==> src/rtl/inst_loader.sv <==
// Instruction-memory loader: receives a length-prefixed byte stream, packs bytes into
// 32-bit words and issues single-cycle word writes while holding the CPU off via busy.
module inst_loader #(
    parameter int unsigned ADDR_WIDTH = 8,
    parameter int unsigned BYTE_ORDER = 0
) (
    input  logic        clock,
    input  logic        reset,
    input  logic        start,
    input  logic [7:0]  rx_data,
    input  logic        rx_valid,
    output logic        rx_ready,
    output logic [31:0] mem_addr,
    output logic [31:0] mem_wdata,
    output logic        mem_we,
    output logic        busy,
    output logic        done,
    output logic        error,
    output logic [15:0] words_written
);

    typedef enum logic [2:0] {
        StIdle,
        StLenHi,
        StLenLo,
        StData,
        StDone,
        StErr
    } state_e;

    // Capacity in words; 17 bits so a full 16-bit header can be compared against it.
    localparam logic [16:0] MaxWords = 17'(1) << ADDR_WIDTH;

    state_e                state_q, state_d;
    logic [15:0]           len_q, len_d;
    logic [1:0]            byte_cnt_q, byte_cnt_d;
    logic [ADDR_WIDTH-1:0] word_idx_q, word_idx_d;
    logic [31:0]           asm_q, asm_d;
    logic [31:0]           mem_addr_q, mem_addr_d;
    logic [31:0]           mem_wdata_q, mem_wdata_d;
    logic                  mem_we_q, mem_we_d;
    logic                  done_q, done_d;
    logic                  error_q, error_d;
    logic [15:0]           words_written_q, words_written_d;

    logic                  xfer;
    logic [15:0]           len_full;
    logic [1:0]            lane;

    // Handshake and busy decode straight from the state.
    always_comb begin
        rx_ready = (state_q == StLenHi) || (state_q == StLenLo) || (state_q == StData);
        busy     = rx_ready;
    end

    // Next-state logic: header parse, byte packing and word commit.
    always_comb begin
        state_d         = state_q;
        len_d           = len_q;
        byte_cnt_d      = byte_cnt_q;
        word_idx_d      = word_idx_q;
        asm_d           = asm_q;
        mem_addr_d      = mem_addr_q;
        mem_wdata_d     = mem_wdata_q;
        mem_we_d        = 1'b0;
        done_d          = done_q;
        error_d         = error_q;
        words_written_d = words_written_q;

        xfer     = rx_valid & rx_ready;
        len_full = {len_q[15:8], rx_data};
        lane     = (BYTE_ORDER == 1) ? byte_cnt_q : (2'd3 - byte_cnt_q);

        unique case (state_q)
            StIdle, StDone, StErr: begin
                if (start) begin
                    state_d         = StLenHi;
                    done_d          = 1'b0;
                    error_d         = 1'b0;
                    words_written_d = '0;
                    byte_cnt_d      = '0;
                    word_idx_d      = '0;
                    len_d           = '0;
                    asm_d           = '0;
                end
            end
            StLenHi: begin
                if (xfer) begin
                    len_d[15:8] = rx_data;
                    state_d     = StLenLo;
                end
            end
            StLenLo: begin
                if (xfer) begin
                    len_d[7:0] = rx_data;
                    if (len_full == 16'd0) begin
                        state_d = StDone;
                        done_d  = 1'b1;
                    end else if ({1'b0, len_full} > MaxWords) begin
                        state_d = StErr;
                        error_d = 1'b1;
                    end else begin
                        state_d = StData;
                    end
                end
            end
            StData: begin
                if (xfer) begin
                    asm_d[{lane, 3'b000} +: 8] = rx_data;
                    byte_cnt_d                 = byte_cnt_q + 2'd1;
                    if (byte_cnt_q == 2'd3) begin
                        mem_we_d        = 1'b1;
                        mem_wdata_d     = asm_d;
                        mem_addr_d      = 32'({word_idx_q, 2'b00});
                        words_written_d = words_written_q + 16'd1;
                        if (words_written_q + 16'd1 == len_q) begin
                            state_d = StDone;
                            done_d  = 1'b1;
                        end else begin
                            // Held at the last index on the final word so it never wraps.
                            word_idx_d = word_idx_q + 1'b1;
                        end
                    end
                end
            end
            default: state_d = StIdle;
        endcase
    end

    // State registers with asynchronous active-low reset.
    always_ff @(posedge clock or negedge reset) begin
        if (!reset) begin
            state_q         <= StIdle;
            len_q           <= '0;
            byte_cnt_q      <= '0;
            word_idx_q      <= '0;
            asm_q           <= '0;
            mem_addr_q      <= '0;
            mem_wdata_q     <= '0;
            mem_we_q        <= 1'b0;
            done_q          <= 1'b0;
            error_q         <= 1'b0;
            words_written_q <= '0;
        end else begin
            state_q         <= state_d;
            len_q           <= len_d;
            byte_cnt_q      <= byte_cnt_d;
            word_idx_q      <= word_idx_d;
            asm_q           <= asm_d;
            mem_addr_q      <= mem_addr_d;
            mem_wdata_q     <= mem_wdata_d;
            mem_we_q        <= mem_we_d;
            done_q          <= done_d;
            error_q         <= error_d;
            words_written_q <= words_written_d;
        end
    end

    // Registered outputs.
    always_comb begin
        mem_addr      = mem_addr_q;
        mem_wdata     = mem_wdata_q;
        mem_we        = mem_we_q;
        done          = done_q;
        error         = error_q;
        words_written = words_written_q;
    end

endmodule

==> config.mk <==
export PLATFORM = sky130hd
export DESIGN_NAME = inst_loader
export DESIGN_NICKNAME = d
export VERILOG_FILES = /design/src/rtl/inst_loader.sv
export SDC_FILE = /design/constraint.sdc
export NUM_CORES = 1
export LEC_CHECK = 0
export BUFFER_PORTS_ARGS = -buffer_cell sky130_fd_sc_hd__buf_2
export CORE_UTILIZATION = 25
export DETAILED_ROUTE_END_ITERATION = 6
export PLACE_DENSITY = 0.51
export SLEW_MARGIN = 0
export SYNTH_ARGS = -nofsm -noshare
export SYNTH_HDL_FRONTEND = slang
export SYNTH_SLANG_ARGS = --single-unit
==> constraint.sdc <==
create_clock -name clock -period 3.15 [get_ports clock]
set_input_delay 0.315 -clock clock [delete_from_list [all_inputs] [get_ports clock]]
set_output_delay 0.315 -clock clock [all_outputs]
set_load 0.02 [all_outputs]
# Word-level counts from Yosys, hierarchy flattened
# Index checks and enable logic that the tools add are counted.
# totals
output_inout_bits,85
register_bits,120
input_bits,12
# classes
n_eq_ne,17
n_shift,2
reduce_logical,18
mux,42
order_cmp,1
add_sub_neg,5
bitwise_logic,1
# op_table
cell,n
$mux 32,2
$pmux 32 s2,1
$mux 16,3
$pmux 8 s2,3
$mux 8,5
$bwmux 32,1
$pmux 16 s2,1
$shift 8x7->32 const A,1
$shiftx 8x7->32,1
$mux 3,8
$add 16x1->16 const B,1
$eq 16x16->1,1
$gt 16x9->1 const B,1
$logic_not 16->1,1
$mux 1,12
$ne 2x2->1 const B,6
$pmux 3 s4,1
$reduce_and 3->1,4
$reduce_and 5->1,2
$add 8x1->8 const B,1
$ne 2x1->1 const B,4
$neg 5->7,1
$reduce_and 7->1,1
$eq 3x2->1 const B,2
other kinds (17),22

# Longest topological paths before layout
# Gate-level depths: netlist of the first run.
# logic_depth
ltp_word,6
ltp_mapped,10
ltp_nobuf,9

# Worst setup path before layout of the first run
# Ideal clock, no wire load.
# synth_path
path_type,register -> register
from,"register words_written_q[0], in the netlist words_written[0]"
to,register state_q[1]
t_required_ps,3026
setup_time_ps,124
arrival_ps,2465
period_less_slack_ps,2589
setup_slack_ps,561
path_stages_with_launch,10
path_cell_list,dfrtp_1 > ha_1 > nand3_1 > nor2_1 > o2111ai_1 > a211o_1 > or2_2 > nor3_4 > nor2_1 > a211o_1
# synth_between
elab_chain_len,4
# synth_lines
item,line_no,text
start: declaration,44,"logic [15:0] words_written_q, words_written_d;"
start signal: assignment,155,words_written_q <= words_written_d;
$add 16x1->16,116,if (words_written_q + 16'd1 == len_q) begin
$eq 16x16->1,116,
$ne 2x1->1 (no source line),--,
$reduce_and 6->1 (no source line),--,
end signal: assignment,133,state_q <= StIdle;
end signal: assignment,145,state_q <= state_d;
end: declaration,34,"state_e state_q, state_d;"
# No other way between the ends.
# A chain may end at the register's enable or synchronous reset.

# Worst setup path in the final report of the first run
# Same ends and word-level chain as after synthesis.

==> out/metrics.sh, run 1 <==
OUTCOME='completed'
SYNTHSIMPLEGATEAREAFRAC_PCT=19.27
SYNTH.AVG_CELL_AREA_UM2=9.632
SYNTH-COMPOUND-AREA-SHARE_PCT=19.47
FILLER_CELL_COUNT=2468
CRITICAL_PATH_SINK_TYPE='flip-flop'
FP.COREAREA_MM2=0.02347
CTS_BUFS_INSERTED=17
WORST-SETUP-PATH-TYPE='flip-flop to flip-flop'
INITIAL_ANTENNA_VIOLATION_COUNT=3
POST_SYNTH_XOR_XNOR_AREA_PCT=2.335
DIE_AREA_MM2=0.02463
HOLD_VIOL_FINAL=0
INSERTION_DELAY_NS=0.42
YOSYSUNIQUECELLTYPES=61
DRIVE_ABOVE_1_SHARE_PCT=19.18
MAX-SLEW-MARGIN-REL_PCT=55.20
POSTROUTEANTENNANETS=0
YOSYS_REGISTER_BITS=120
NUMBER_OF_CELLS_PRODUCED_BY_SYNTHESIS=623
STARTPOINT_TYPE='flip-flop'
GRT_TOTAL_USAGE_PCT=14.65
FLOORPLAN.IO_PINS=97
PLACE.PORT_BUFFERS=72
GRT_MAX_DEGREE=52
WORST_HOLD_PATH_TYPE='input pin to flip-flop'
TIMING.FINAL.CRIT_PERIOD_NS=2.799
POST_SYNTHESIS_SHARE_OF_CELL_AREA_SPENT_ON_FULL_ADDERS_HALF_ADDERS_AND_MAJORITY_GATES_PCT=1.460
GRT_SETUP_UNREPAIRED='no'
POST_DR_VIAS_CELL=4.766
CLOCK_PATH_BUFFERS=2
CLOCK_SINK_COUNT=120
SETUP_TOTAL_NEGATIVE_SLACK_NS=0
POSTCTSSETUPREPAIRBUFS=0
SYNTH_TOP_FAMILY_BY_AREA='compound AO/OA/AOI/OAI gates'
LAYOUT_COMMON_CELLS='dfrtp_1 (120), nor2_1 (95), buf_2 (71), nand2_1 (64), a22o_1 (42)'
GRT.OVERFLOW.TOTAL=0
HOLD-PATH-CELL-COUNT=3
SYNTH.MUX.AREA_FRACTION_PCT=1.209
SEQ_AREA_FRAC_SYNTH_PCT=50.04
MAX-CAP-VIOLATIONS=0
TIMING_WORST_SLEW_PIN_VALUE_NS=0.6720
P_LEAK_nW=3.522
TIMING.FMAX_MHz=357.3
SYNTH_FF_TYPE='dfrtp_1'
SYN_TO_FINAL_GROWTH_PCT=22.06
CLOCK_TREE.HTREE_LEVEL_COUNT=4
GP_CONGESTION=0.8003
FINALSETUPVIOLCOUNT=0
VDD.IR_DROP.WORST_mV=0.2372
TIMING.CRITICAL_PATH.FANOUT_MAX=9
SYNTH_EDF_COUNT=0
PLACEMENT_ROWS=56
TOTAL_POWER_W=0.006468
PERIOD_SHARE_PCT=88.85
DETAIL_ROUTE.DRC_VIOLATIONS=0
GRT_PASS1_VIAS=4852
NUM_VIAS=4880
HPWLAFTERDP_UM=11340
WORST_EP_ARRIVAL_TIME_NS=3.10
MAPPEDNETLISTAREA_MM2=0.006001
SYNTHESIS.YOSYS.WARNINGS=0
CLOCK-ROOT-BUFFER='clkbuf_16'
REG2REG_DEPTH=9
FINCLKSKEW_NS=0.01286
POWERDENSITY_mW_PER_MM2=883.0
MOSTFREQUENTLAYOUTCELL='dfrtp_1'
INSTANCES_NO_FILL=1024
GRT_FIRST_PASS_WIRELENGTH_UM=27430
YS_ASYNC_SR_FRACTION_PCT=100.0
TIMING.FINAL.MAX_SLEW_VIOLATIONS=0
DIE-HEIGHT_UM=156.9
INITIAL_CORE_UTIL_PCT=25.57
WL_PER_CELL_UM=16.68
DRT_FIRST_ITER_VIOLATIONS=408
FIN_NETS=710
POSTROUTEWIRELENGTH_UM=17080
TRITONCTS='built'
PLACE_INST=990
WORST_SETUP_HOLD_PATH_CLK_SLEW_NS=0.06
CRITPATHREQUIREDTIME_NS=3.45
DIE_W_UM=156.9
DRT_FIRST_PASS_ITERS=5
path summary, 6_finish.rpt:
kind | start | endpoint | slack (ns)
max | words_written[0] | state_q[1] | 0.35
max in group asynchronous | reset | words_written[10] | 1.87
min | rx_valid | state_q[2] | 0.25
max reg2reg | words_written[0] | state_q[1] | 0.35
min reg2reg | mem_addr[2] | mem_addr[2] | 0.47
min in group asynchronous | reset | mem_wdata[30] | 0.43
critical path, cell delays in order (launching register included):
cell       delay (ns)
dfrtp_1          0.51
ha_1             0.30
nand3_1          0.22
nor2_1           0.29
o2111ai_1        0.15
a211o_1          0.31
or2_2            0.32
nor3_4           0.23
nor2_1           0.09
a211o_1          0.27
stage by stage:
| stage | hold WS [ns] | setup WS [ns] | area, um2 | utilization (%) |
|---|---|---|---|---|
| 2_1_floorplan | 0.01941 | 0.5613 | 6087 | - |
| 3_3_place_gp | 0.3702 | 0.3970 | 6653 | 28.34 |
| 3_5_place_dp | 0.3691 | 0.2735 | 6653 | 28.34 |
| 4_1_cts | 0.2436 | 0.2390 | 7317 | 31.17 |
| 5_1_grt | 0.2677 | 0.1598 | 7325 | 31.20 |
| 6_report | 0.2487 | 0.3513 | 7325 | 31.20 |
registers in the layout, indices dropped and copies added, names as in the netlist:
signal and count:
asm_q 32, byte_cnt_q 2, done 1, error 1, len_q 16, mem_addr 8
mem_wdata 32, mem_we 1, state_q 3, word_idx_q 8, words_written 16
Yosys cell counts (6+ instances only):
library cell / instances / area [um2]
buf_4: 26 / 195.2
a221oi_1: 32 / 280.3
nand2_1: 64 / 240.2
nand3_1: 18 / 90.09
xnor2_1: 10 / 87.58
xor2_1: 6 / 52.55
o31ai_1: 6 / 45.04
nand4_1: 7 / 43.79
a22o_1: 42 / 367.9
o21ai_0: 37 / 185.2
clkbuf_1: 26 / 97.59
and3_1: 7 / 43.79
a21oi_1: 12 / 60.06
and2_1: 10 / 62.56
ha_1: 7 / 87.58
dfrtp_1: 120 / 3003
nor4_1: 6 / 37.54
nor2_1: 95 / 356.6
nor3_1: 8 / 40.04
final cells by class:
type	count	area, um2	area share (%)
inverter	10	37.54	0.5125
sequential	120	3003	41.00
clock inverter	12	187.7	2.562
timing repair buffer	87	503.0	6.867
tap	319	399.1	5.449
clock buffer	20	466.7	6.372
multi-input combinational	455	2725	37.21
antenna	1	2.502	0.03416
power by group:
part | total, W | switching, W | internal, W
Clock | 0.00214 | 0.000739 | 0.00140
Sequential | 0.00230 | 0.000335 | 0.00197
Combinational | 0.00203 | 0.00129 | 0.000742
per-layer routing:
| metal | vias to the layer above | global-route usage [%] | part of all wire, % |
|---|---|---|---|
| met5 | - | 0 | 0.047 |
| met4 | 2 | 5.789 | 1.6 |
| met3 | 20 | 3.497 | 5.1 |
| met2 | 119 | 22.16 | 45 |
| met1 | 2392 | 20.03 | 48 |
| li1 | 2347 | - | - |
cell families after synthesis:
group                    count (synthesis)
AO/OA/AOI/OAI                          158
XOR/XNOR                                16
adder cells (fa/ha/maj)                  7
buffers and inverters                   71
flip-flops                             120
multiplexers                             7
other                                    1
AND/OR/NAND/NOR                        243
timing repair:
action / 4_1_cts / 5_1_grt
endpoints found under the hold margin: 40 / 0
resized for setup: 0 / 1
hold buffers: 1 / 0
endpoints found under the setup margin: 0 / 1
(Power assumes the default switching activity.)
==> run 2: changes to the inputs <==
Settings changed: CORE_UTILIZATION 25 to 50, PLACE_DENSITY 0.51 to 0.81.
==> run 2 against run 1 <==
Compared with the run above: the flow now finishes with violations (design-rule violations, negative hold slack); largest power group unchanged; fmax is 4.1% lower; register-to-register slack got worse by 0.12 ns; clock-buffer cell count unchanged; wire length fell by 13%; non-clock buffer count shrank 6; total power fell by 4.6%; clock skew is 0.0032 ns lower.
==> out/metrics.sh, run 2 (synthesis gave the netlist of run 1 again) <==
CLOCK-ROOT-BUFFER='clkbuf_16'
INITIAL_CORE_UTIL_PCT=51.89
SETUP_TOTAL_NEGATIVE_SLACK_NS=0
SYN_TO_FINAL_GROWTH_PCT=15.91
FINCLKSKEW_NS=0.009647
TIMING.FINAL.MAX_SLEW_VIOLATIONS=0
POST_CTS_RESIZE_COUNT=0
FIN_HOLD_WS_NS=-0.003699
CP_SLOWEST_STAGE_DELAY_NS=0.50
CRITICAL_PATH.ENDPOINT='word_idx_q[2]'
MULTIINPUTGATEAREA_MM2=0.002720
GRT_SETUP_UNREPAIRED='no'
FLOORPLAN.IO_PINS=97
WORST_SETUP_HOLD_PATH_CLK_SLEW_NS=0.06
TIMING.FINAL.CRIT_PERIOD_NS=2.917
GRT_FIRST_PASS_WIRELENGTH_UM=24510
TRITONCTS='built'
CRITPATHREQUIREDTIME_NS=3.45
DIE-HEIGHT_UM=111.6
DETAIL_ROUTE.DRC_VIOLATIONS=12
WL_PER_CELL_UM=17.74
GRT_MAX_DEGREE=67
WORST-SETUP-PATH-TYPE='flip-flop to flip-flop'
CRIT_PATH_CELL_TRACE='ha_1 -> nand3_1 -> nor2_1 -> o2111ai_1 -> a211o_1 -> nor3_1 -> a21oi_2 -> and3b_1 -> a21o_1'
WORST_HOLD_PATH_TYPE='input pin to asynchronous set/reset pin'
CLOCK_TREE.HTREE_LEVEL_COUNT=4
GRT_TOTAL_USAGE_PCT=24.85
CRITICAL_PATH_SINK_TYPE='flip-flop'
INSERTION_DELAY_NS=0.42
GP_CONGESTION=0.8899
FIN_NETS=704
CLOCK_SINK_COUNT=120
HOLD_VIOL_FINAL=3
FINALWORSTSETUPSLACK_NS=0.2331
PLACEMENT_ROWS=39
INITIAL_ANTENNA_VIOLATION_COUNT=0
TIMING.FMAX_MHz=342.8
DIE_AREA_MM2=0.01244
REG2REG_SLACK_NS=0.23
ANTENNA_CELLS=0
PLACE.PORT_BUFFERS=72
DRIVE_ABOVE_1_SHARE_PCT=18.34
DRT_FIRST_ITER_VIOLATIONS=577
WORST_EP_ARRIVAL_TIME_NS=3.22
CTS.HOLD.BUFFERS_ADDED=0
POWERDENSITY_mW_PER_MM2=887.0
REG2REG_TO='word_idx_q[2]'
P_LEAK_nW=3.440
CLOCK_PATH_BUFFERS=2
OUTCOME='finished, violations left'
REG2REG_DEPTH=9
POSTROUTEWIRELENGTH_UM=14920
LIBRARY_CELL_CONTRIBUTING_THE_LARGEST_SINGLE_DELAY_ON_THE_CRITICAL_PATH='dfrtp_1'
GRT_PASS1_VIAS=4883
LAYOUT_COMMON_CELLS='dfrtp_1 (120), nor2_1 (95), buf_2 (71), nand2_1 (64), a22o_1 (42)'
CTS_BUFS_INSERTED=17
DRT_FIRST_PASS_ITERS=7
SEQUENTIAL_CELL_AREA_MM2=0.003003
CRIT-REG2REG-LAUNCH='words_written[0]'
DETAILEDPLACE.WORSTSLACK_NS=0.2896
FP.COREAREA_MM2=0.01156
DIE_W_UM=111.6
POST_DR_VIAS_CELL=6.122
PERIOD_SHARE_PCT=92.60
FINALSETUPVIOLCOUNT=0
STARTPOINT_TYPE='flip-flop'
GRT.OVERFLOW.TOTAL=0
MAX-CAP-VIOLATIONS=0
POSTROUTEANTENNANETS=0
FILLER_CELL_COUNT=944
TIMING.CRITICAL_PATH.FANOUT_MAX=9
VIOLATIONS_IN_THE_FINAL_REPORTS='design-rule violations, negative hold slack'
MAX-SLEW-MARGIN-REL_PCT=20.18
VDD.IR_DROP.WORST_mV=0.4281
WORST_SETUP_SP='words_written[0]'
HPWLAFTERDP_UM=9685
NUM_VIAS=5149
MOSTFREQUENTLAYOUTCELL='dfrtp_1'
TIMING_WORST_SLEW_PIN_VALUE_NS=1.193
POSTCTSSETUPREPAIRBUFS=0
-- run 2: report_power, final --
part           total (W)  leakage (nW)  switching, W  internal, W
Clock            0.00187         0.266      0.000733      0.00113
Combinational    0.00199          1.56       0.00126     0.000733
Sequential       0.00231          1.61      0.000343      0.00197
-- run 2: worst min path at each step --
stage / from / endpoint / depth (start not counted)
2_1_floorplan: reset / asm_q[0] / 0
3_3_place_gp: reset / words_written[14] / 1
3_5_place_dp: mem_addr[8] / mem_addr[8] / 2
4_1_cts: reset / words_written[9] / 1
5_1_grt: reset / words_written[9] / 1
6_report: reset / words_written[14] / 1
-- run 2: critical path: cells and delay by family (launching register included) --
family	cells	cell delay (ns)
compound gates	4	0.80
fa+ha+maj	1	0.32
simple gates	4	1.19
flops	1	0.50
-- run 2: through the flow --
stage               util [%]  instance area, um2  power (W)  instances  hold WS, ns
CTS                    60.14                6955   0.006167        841      0.03233
detailed placement     55.19                6382   0.004285        809       0.4589
global route           60.14                6955   0.006490        841      0.07355
finish                 60.14                6955   0.006169        841    -0.003699
global placement       55.19                6382   0.004204        809       0.4511
floorplan                  -                6087   0.003674        646      0.01941
-- run 2: cell type report --
cell class	instances	area share [%]
Inverter	10	0.5397
Clock inverter	12	1.673
Clock buffer	20	6.566
Sequential cell	120	43.17
Tap cell	143	2.572
Multi-Input combinational cell	455	39.11
Timing Repair Buffer	81	6.368
-- run 2: layer usage --
layer / part of all wire [%] / track usage (%) / up-vias
met3: 7.1 / 5.063 / 43
met4: 2.8 / 11.44 / 0
met1: 44 / 33.90 / 2545
li1: - / - / 2329
met5: 0 / 0 / -
met2: 46 / 38.38 / 232
==> run 3: changes to the inputs <==
Settings changed: CORE_UTILIZATION 50 to 55, PLACE_DENSITY 0.81 to 0.87.
==> run 3 against run 2 <==
Compared with the run above: the run now ends clean; total power grew 2.5%; critical path depth is the same; clock power grew 7%; cell area grew 0.68%; wire length grew 1.1%; worst setup slack gained 0.043 ns; non-clock buffer count grew 1; cell count shrank 0.71%; worst hold slack gained 0.17 ns; combinational power is essentially flat; first-iteration DRC count shrank 18%; register-to-register slack gained 0.04 ns; largest cell class unchanged; largest power group unchanged.
==> out/metrics.sh, run 3 (synthesis gave the netlist of run 1 again) <==
NUM_VIAS=5206
CLOCK_SINK_COUNT=120
ANTENNA_CELLS=0
TOTAL_POWER_W=0.006326
POSTROUTEWIRELENGTH_UM=15090
WORST_EP_ARRIVAL_TIME_NS=3.31
DIE_AREA_MM2=0.01133
CRITPATHREQUIREDTIME_NS=3.59
POWER_FRAC_SEQ_PCT=36.6
FIN_NETS=705
PLACEMENT_ROWS=37
POWERDENSITY_mW_PER_MM2=903.3
GRT.OVERFLOW.TOTAL=0
P_SWITCHING_W=0.002331
VDD.IR_DROP.WORST_mV=0.4243
PLACE.PORT_BUFFERS=72
TIMING.FINAL.CRIT_PERIOD_NS=2.874
SETUP_TOTAL_NEGATIVE_SLACK_NS=0
SYN_TO_FINAL_GROWTH_PCT=16.70
INTERNAL-POWER_W=0.003995
FP.COREAREA_MM2=0.01046
WL_PER_CELL_UM=18.07
MAX-CAP-VIOLATIONS=0
PERIOD_SHARE_PCT=91.25
TIMING.FINAL.MAX_SLEW_VIOLATIONS=0
TIMING.FMAX_MHz=347.9
GRT_FIRST_PASS_WIRELENGTH_UM=24670
FINALSETUPVIOLCOUNT=0
FINCLKSKEW_NS=0.006839
TIMING.CRITICAL_PATH.FANOUT_MAX=9
FINALCOREUTILIZATION_PCT=66.93
HOLD_VIOL_FINAL=0
TRITONCTS='built'
INITIAL_CORE_UTIL_PCT=57.35
FILLER_CELL_COUNT=818
DRT_FIRST_PASS_ITERS=7
CLOCK_PATH_BUFFERS=2
TIMING_WORST_SLEW_PIN_VALUE_NS=1.028
GP_CONGESTION=0.9165
POST_DR_VIAS_CELL=6.235
DRIVE_ABOVE_1_SHARE_PCT=18.45
DIE-HEIGHT_UM=106.5
OUTCOME='completed'
WORST-SETUP-PATH-TYPE='flip-flop to flip-flop'
WORST_SETUP_HOLD_PATH_CLK_SLEW_NS=0.06
CLOCK_POWER_SHARE_PCT=31.6
INITIAL_ANTENNA_VIOLATION_COUNT=0
SW_FRAC_OF_TOTAL_PCT=36.85
CLOCK-ROOT-BUFFER='clkbuf_8'
P_LEAK_nW=3.480
POWER.SHARE.COMBINATIONAL_PCT=31.8
INSERTION_DELAY_NS=0.53
DETAIL_ROUTE.DRC_VIOLATIONS=0
GRT_TOTAL_USAGE_PCT=28.11
GRT_MAX_DEGREE=66
GRT_SETUP_UNREPAIRED='no'
CLOCK_TREE.HTREE_LEVEL_COUNT=4
STARTPOINT_TYPE='flip-flop'
DRT_FIRST_ITER_VIOLATIONS=471
FLOORPLAN.IO_PINS=97
LAYOUT_COMMON_CELLS='dfrtp_1 (120), nor2_1 (95), buf_2 (71), nand2_1 (64), a22o_1 (42)'
HPWLAFTERDP_UM=9816
MAX-SLEW-MARGIN-REL_PCT=31.19
CRITICAL_PATH_SINK_TYPE='flip-flop'
DIE_W_UM=106.5
WORST_HOLD_PATH_TYPE='input pin to flip-flop'
CTS_BUFS_INSERTED=17
MOSTFREQUENTLAYOUTCELL='dfrtp_1'
GRT_PASS1_VIAS=4905
POSTROUTEANTENNANETS=0
run 3: cell count changes in the layout (fill, tap and decap cells not counted), sizes merged:
cell | before | now
dlygate4sd3 | 0 | 1
clkinvlp | 5 | 2
clkbuf | 20 | 22
inv | 8 | 6
bufinv | 1 | 3
clkinv | 8 | 9
run 3: area by class of cell:
class	instances	area, um2	share of cell area [%]
sequential	120	3003	42.88
multi-input combinational	455	2725	38.91
clock buffer	22	473.0	6.754
timing repair buffer	82	452.9	6.468
tap	136	170.2	2.430
clock inverter	10	141.4	2.019
inverter	10	37.54	0.5360
run 3: worst paths after layout:
kind | slack (ns) | endpoint | cells past startpoint | from
hold / removal | 0.16 | len_q[8] | 3 | rx_data[0]
setup reg to reg | 0.28 | word_idx_q[6] | 9 | words_written[0]
hold reg to reg | 0.47 | mem_addr[3] | 2 | mem_addr[3]
max in group asynchronous | 1.95 | mem_wdata[17] | 3 | reset
min in group asynchronous | 0.44 | word_idx_q[1] | 2 | reset
setup / recovery | 0.28 | word_idx_q[6] | 9 | words_written[0]
run 3: timing repair:
item,in CTS,in global routing
buffers inserted,0,0
endpoints found under the hold margin,64,0
hold buffers,1,0
resized for setup,0,1
setup endpoints to repair,0,2
run 3: layer usage:
| metal | vias up | part of all wire (%) | track usage, % |
|---|---|---|---|
| met4 | 0 | 2.6 | 13.50 |
| met5 | - | 0 | 0 |
| met1 | 2540 | 42 | 38.23 |
| met3 | 40 | 8.3 | 6.131 |
| met2 | 297 | 47 | 42.90 |
| li1 | 2329 | - | - |
run 3: power by group through the flow:
stage          combinational (W)  sequential, W  clock [W]
2_1_floorplan            0.00115        0.00252          0
3_3_place_gp             0.00190        0.00230          0
3_5_place_dp             0.00197        0.00232          0
4_1_cts                  0.00199        0.00231    0.00201
5_1_grt                  0.00219        0.00236    0.00210
6_report                 0.00201        0.00232    0.00200
run 3: worst max-delay path, stage by stage (launching register included):
cell     delay, ns
dfrtp_1       0.49
ha_1          0.30
and3_1        0.35
a31oi_1       0.18
a211o_1       0.29
a31oi_1       0.31
nor3_2        0.14
a21oi_2       0.29
nand4_1       0.20
mux2i_1       0.22
run 3: per-stage QoR:
stage	cell area [um2]	hold WS, ns	setup WS (ns)	instances
3_5_place_dp	6374	0.4626	0.3693	802
2_1_floorplan	6087	0.01941	0.5613	646
3_3_place_gp	6374	0.4519	0.4489	802
6_report	7003	0.1622	0.2756	835
4_1_cts	6998	0.1405	0.2604	835
5_1_grt	7003	0.1619	0.1464	835
